===== config.mk =====
export PLATFORM = sky130hd
export DESIGN_NAME = wide_add_sequencer
export DESIGN_NICKNAME = d
export VERILOG_FILES = /design/src/rtl/wide_add_sequencer.sv
export SDC_FILE = /design/constraint.sdc
export NUM_CORES = 1
export LEC_CHECK = 0
export ABC_AREA = 1
export ABC_CLOCK_PERIOD_IN_PS = 7900
export CAP_MARGIN = 15
export CORE_MARGIN = 3
export CORE_UTILIZATION = 52
export DETAILED_ROUTE_END_ITERATION = 7
export GPL_TIMING_DRIVEN = 1
export PLACE_DENSITY = 0.81
export SLEW_MARGIN = 10
export SYNTH_ARGS = -nofsm -noshare
export SYNTH_HDL_FRONTEND = slang
export SYNTH_SLANG_ARGS = --single-unit

===== constraint.sdc =====
create_clock -name clk -period 7.9 [get_ports clk]
set_input_delay 0.79 -clock clk [delete_from_list [all_inputs] [get_ports clk]]
set_output_delay 0.79 -clock clk [all_outputs]
set_load 0.02 [all_outputs]

===== src/rtl/wide_add_sequencer.sv =====
// Multi-cycle wide adder/subtractor: streams W-bit operands through one 16-bit
// Kogge-Stone slice, LSB chunk first, with the carry chained in a register.

module kogge_stone_16 (
    input  logic [15:0] a,
    input  logic [15:0] b,
    input  logic        cin,
    output logic [15:0] s,
    output logic        cout
);
    // g[l]/p[l]: group generate/propagate after l prefix levels; cin is folded
    // into bit 0's generate so g[4][i] is the carry out of bit i.
    logic [15:0] g [0:4];
    logic [15:0] p [0:3];

    always_comb begin
        g[0]    = a & b;
        p[0]    = a ^ b;
        g[0][0] = (a[0] & b[0]) | ((a[0] ^ b[0]) & cin);
        for (int l = 0; l < 4; l++) begin
            g[l+1] = g[l];
            if (l < 3) p[l+1] = p[l];
            for (int i = 0; i < 16; i++) begin
                if (i >= (1 << l)) begin
                    g[l+1][i] = g[l][i] | (p[l][i] & g[l][i-(1<<l)]);
                    if (l < 3) p[l+1][i] = p[l][i] & p[l][i-(1<<l)];
                end
            end
        end
        s[0] = p[0][0] ^ cin;
        for (int i = 1; i < 16; i++) s[i] = p[0][i] ^ g[4][i-1];
        cout = g[4][15];
    end
endmodule

module wide_add_sequencer #(
    parameter int NCHUNK = 4
) (
    input  logic                 clk,
    input  logic                 rst,
    input  logic                 in_valid,
    output logic                 in_ready,
    input  logic [16*NCHUNK-1:0] in_a,
    input  logic [16*NCHUNK-1:0] in_b,
    input  logic                 in_cin,
    input  logic                 in_sub,
    output logic                 out_valid,
    input  logic                 out_ready,
    output logic [16*NCHUNK-1:0] out_sum,
    output logic                 out_cout,
    output logic                 out_ovf
);
    localparam int W  = 16 * NCHUNK;
    localparam int IW = $clog2(NCHUNK);

    typedef enum logic [1:0] {
        IDLE = 2'd0,
        RUN  = 2'd1,
        DONE = 2'd2
    } state_t;

    state_t          state, state_nxt;
    logic [IW-1:0]   idx;
    logic [W-1:0]    a_q, b_q, sum_q;
    logic            carry_q, cout_q, ovf_q;
    logic            accept, last;
    logic [15:0]     core_s;
    logic            core_cout;

    // Handshakes: a transfer happens on a rising edge where valid & ready are
    // both high; valid never depends on ready, and out_* hold while out_valid
    // is high and out_ready is low.
    assign accept = in_valid & in_ready;
    assign last   = (idx == IW'(NCHUNK - 1));

    kogge_stone_16 u_core (
        .a    (a_q[16*idx +: 16]),
        .b    (b_q[16*idx +: 16]),
        .cin  (carry_q),
        .s    (core_s),
        .cout (core_cout)
    );

    always_ff @(posedge clk or posedge rst) begin
        if (rst) state <= IDLE;
        else     state <= state_nxt;
    end

    always_comb begin
        state_nxt = state;
        in_ready  = 1'b0;
        out_valid = 1'b0;
        case (state)
            IDLE: begin
                in_ready = ~rst;
                if (in_valid & ~rst) state_nxt = RUN;
            end
            RUN: begin
                if (last) state_nxt = DONE;
            end
            DONE: begin
                out_valid = 1'b1;
                in_ready  = ~rst & out_ready;
                if (in_valid & out_ready) state_nxt = RUN;
                else if (out_ready)       state_nxt = IDLE;
            end
            default: state_nxt = IDLE;
        endcase
    end

    always_ff @(posedge clk or posedge rst) begin
        if (rst) begin
            a_q     <= '0;
            b_q     <= '0;
            sum_q   <= '0;
            carry_q <= 1'b0;
            cout_q  <= 1'b0;
            ovf_q   <= 1'b0;
            idx     <= '0;
        end else if (accept) begin
            a_q     <= in_a;
            b_q     <= in_sub ? ~in_b : in_b;
            carry_q <= in_sub | in_cin;
            idx     <= '0;
        end else if (state == RUN) begin
            sum_q[16*idx +: 16] <= core_s;
            carry_q             <= core_cout;
            if (last) begin
                idx    <= '0;
                cout_q <= core_cout;
                ovf_q  <= (a_q[W-1] == b_q[W-1]) & (core_s[15] != a_q[W-1]);
            end else begin
                idx <= idx + 1'b1;
            end
        end
    end

    assign out_sum  = sum_q;
    assign out_cout = cout_q;
    assign out_ovf  = ovf_q;
endmodule

==> results_dict.tcl <==
set metrics [dict create \
    clock_skew_ns 0.0112 \
    diodes 0 \
    fin_crit_ns 3.84 \
    power_mw 6.01 \
    io_pins 202 \
    grt_pass1_vias 8501 \
    relSlewSlack 0.282 \
    antenna_found_initial 0 \
    cp_common_cell "nand2_1" \
    r2r_start "idx[0]$_DFFE_PP0P_" \
    design.core.area_sq_um 18800 \
    rsz0062_at_grt "no" \
    p_int_mw 3.15 \
    synthCells 1232 \
    sw_frac_of_total 0.475 \
    synthFlopType "dfrtp_1" \
    vdd_drop_max_v 0.000283 \
    gp_congestion 1.01 \
    tns_ns 0 \
    drtPass1Iterations 6 \
    ctsHoldBuffers 0 \
    cts_tree "yes" \
    path_cells "buf_4 > o21ai_0 > o22ai_1 > fa_1 > inv_1 > fa_1 > nand3b_1 > nand2_1 > nand2_1 > nand2_2 > xor2_1 > nand2_1 > nor2_1 > nand2_1 > nand2_1" \
    via_count 8899 \
    seq_power_share 0.290 \
    nNetsFinal 1546 \
    cp_max_fo 70 \
    die_area_sq_um 21000 \
    startpoint "idx[0]$_DFFE_PP0P_" \
    hold_class "reg2reg" \
    p_leak_nw 6.10 \
    die_width_um 145 \
    cp-start-kind "register" \
    portBuffers 201 \
    syn_nets 1389 \
    ys_types 37 \
    ys_seq_area_frac 0.497 \
    outcome "complete, no violations" \
    timing.hold.ws_ns 0.477 \
    final_util 0.675 \
    layout_commonest_cell "nand2_1" \
    cts_root_buf "clkbuf_16" \
    yosys_warnings 0 \
    area_delta_synth_final_pct 26.9 \
    synth-seq-cells 199 \
    final_cell_mix "462 x nand2_1, 200 x clkdlybuf4s50_1, 198 x dfrtp_1" \
    hpwl_um 18600 \
    slowest_stage "dfrtp_2" \
    drc 0 \
    wl_per_cell_um 16.0 \
    clock_latency_ns 0.45 \
    synthArstFlopShare 1.00 \
    postCtsResizedCells 0 \
    syn_avg_cell_area_sq_um 8.13 \
    clk_pin_slew_ns 0.07 \
    cts_setup_buffers 0 \
    cp.required_ns 8.28 \
    first_iter_violations 810 \
    wl_um 26700 \
    max_stage_delay_ns 0.69 \
    drive_gt1_frac 0.0414 \
    fmax_ghz 0.261 \
    timing.final.hold_violations 0 \
    drt-vias-per-instance 5.35 \
    rows 50 \
    synth_edf_count 0 \
    drt.antenna.violating_nets 0 \
    slew_viol_final 0 \
    fp.dieH_um 145 \
    power.density_nw_per_um2 472 \
    p_clk_frac 0.158 \
    hp-start "a_q[47]$_DFFE_PP0P_" \
    syn_area_sq_um 10000 \
    grt_max_degree 194 \
    numCtsBuffers 17 \
    combPwrFrac 0.552 \
    clock_sinks 199 \
    grt_pass1_wl_um 42700 \
    setup_viol_count_final 0 \
    cts_buffer_depth 2 \
    grt_usage 0.258 \
    cp-end-kind "register" \
    fin_crit_sh 0.486 \
    initial_core_util 0.532 \
    htree_levels 4 \
    p_sw_mw 2.85 \
    cap_viol_max_count 0 \
    cp.arrival_ns 4.22 \
    crit_type "reg2reg" \
    gr-total-overflow 0 \
    worst_slew_pin_slew_ns 1.08 \
    nFillCells 1520 \
]
-- cell families after synthesis --
family | share of synthesized area
and+or+nand+nor | 0.242
AOI/OAI and AO/OA | 0.111
DFF | 0.497
buffers and inverters | 0.0579
xor gates and xnor gates | 0.0621
adders and majority gates | 0.0302
-- power by group through the flow --
stage                     sequential (mW)  clock (mW)  combinational, mW
after floorplan                      1.79           0               2.18
after global placement               1.74           0               3.18
after detailed placement             1.75           0               3.26
after CTS                            1.74       0.954               3.28
after global routing                 1.79       0.997               3.70
final                                1.74       0.948               3.32
-- metal layers --
metal  vias up  global-route usage  share of wire
li1       4271                   -              -
met1      4169               0.350           0.42
met2       406               0.419           0.48
met3        53              0.0467          0.073
met4         0              0.0893          0.028
met5         -                   0              0
-- flip-flops by register name, indices dropped and copies added, names as in the netlist --
name      count
a_q          64
b_q          64
out_sum      64
idx           2
state         2
carry_q       1
out_cout      1
out_ovf       1
-- final cells by class --
class | instances | area (sq um) | share of cell area
clock inverter | 14 | 215 | 0.0169
timing repair buffer | 206 | 2050 | 0.161
sequential | 199 | 4980 | 0.392
clock buffer | 18 | 429 | 0.0338
tap | 260 | 325 | 0.0256
multi-input combinational | 902 | 4470 | 0.352
inverter | 63 | 245 | 0.0193
-- stage by stage --
| step | area, sq um | setup WS (ns) | std cells |
|---|---|---|---|
| 2_1_floorplan | 10000 | 1.67 | 1232 |
| 3_5_place_dp | 12100 | 3.99 | 1630 |
| 6_report | 12700 | 4.06 | 1662 |
| 5_1_grt | 12700 | 3.76 | 1662 |
| 3_3_place_gp | 12100 | 4.01 | 1630 |
| 4_1_cts | 12700 | 4.15 | 1662 |
-- critical path, delay by kind of cell (launching register included) --
| family | cells | cell delay (ns) |
|---|---|---|
| AO/OA/AOI/OAI | 2 | 0.57 |
| XOR/XNOR | 1 | 0.18 |
| adder cells (fa/ha/maj) | 2 | 0.66 |
| AND/OR/NAND/NOR | 8 | 0.90 |
| flip-flops | 1 | 0.69 |
| buffers and inverters | 2 | 0.75 |
-- path summary, 6_finish.rpt --
| kind | cells past startpoint | slack, ns | endpoint |
|---|---|---|---|
| max reg2reg | 15 | 4.06 | out_sum[22]$_DFFE_PP0P_ |
| min reg2reg | 2 | 0.48 | a_q[47]$_DFFE_PP0P_ |
| max in group asynchronous | 3 | 5.41 | idx[0]$_DFFE_PP0P_ |
| min | 2 | 0.48 | a_q[47]$_DFFE_PP0P_ |
| max | 15 | 4.06 | out_sum[22]$_DFFE_PP0P_ |
| min in group asynchronous | 2 | 0.94 | state[1]$_DFFE_PP0P_ |
-- cells in the mapped netlist, drive strengths merged (2+ instances only) --
| master | number | share of area |
|---|---|---|
| fa | 2 | 0.0040 |
| buf | 49 | 0.027 |
| xnor2 | 68 | 0.059 |
| xor2 | 3 | 0.0026 |
| inv | 62 | 0.023 |
| clkbuf | 19 | 0.0071 |
| nand3 | 23 | 0.012 |
| or2 | 2 | 0.0013 |
| nand4 | 17 | 0.011 |
| dfrtp | 199 | 0.50 |
| a32oi | 2 | 0.0017 |
| a22o | 7 | 0.0061 |
| nand2 | 467 | 0.18 |
| a21oi | 14 | 0.0070 |
| nor3 | 5 | 0.0036 |
| ha | 21 | 0.026 |
| o21ai | 149 | 0.074 |
| nor2 | 87 | 0.034 |
| o22ai | 30 | 0.019 |
Note: power is estimated with default switching activity, not from simulation.
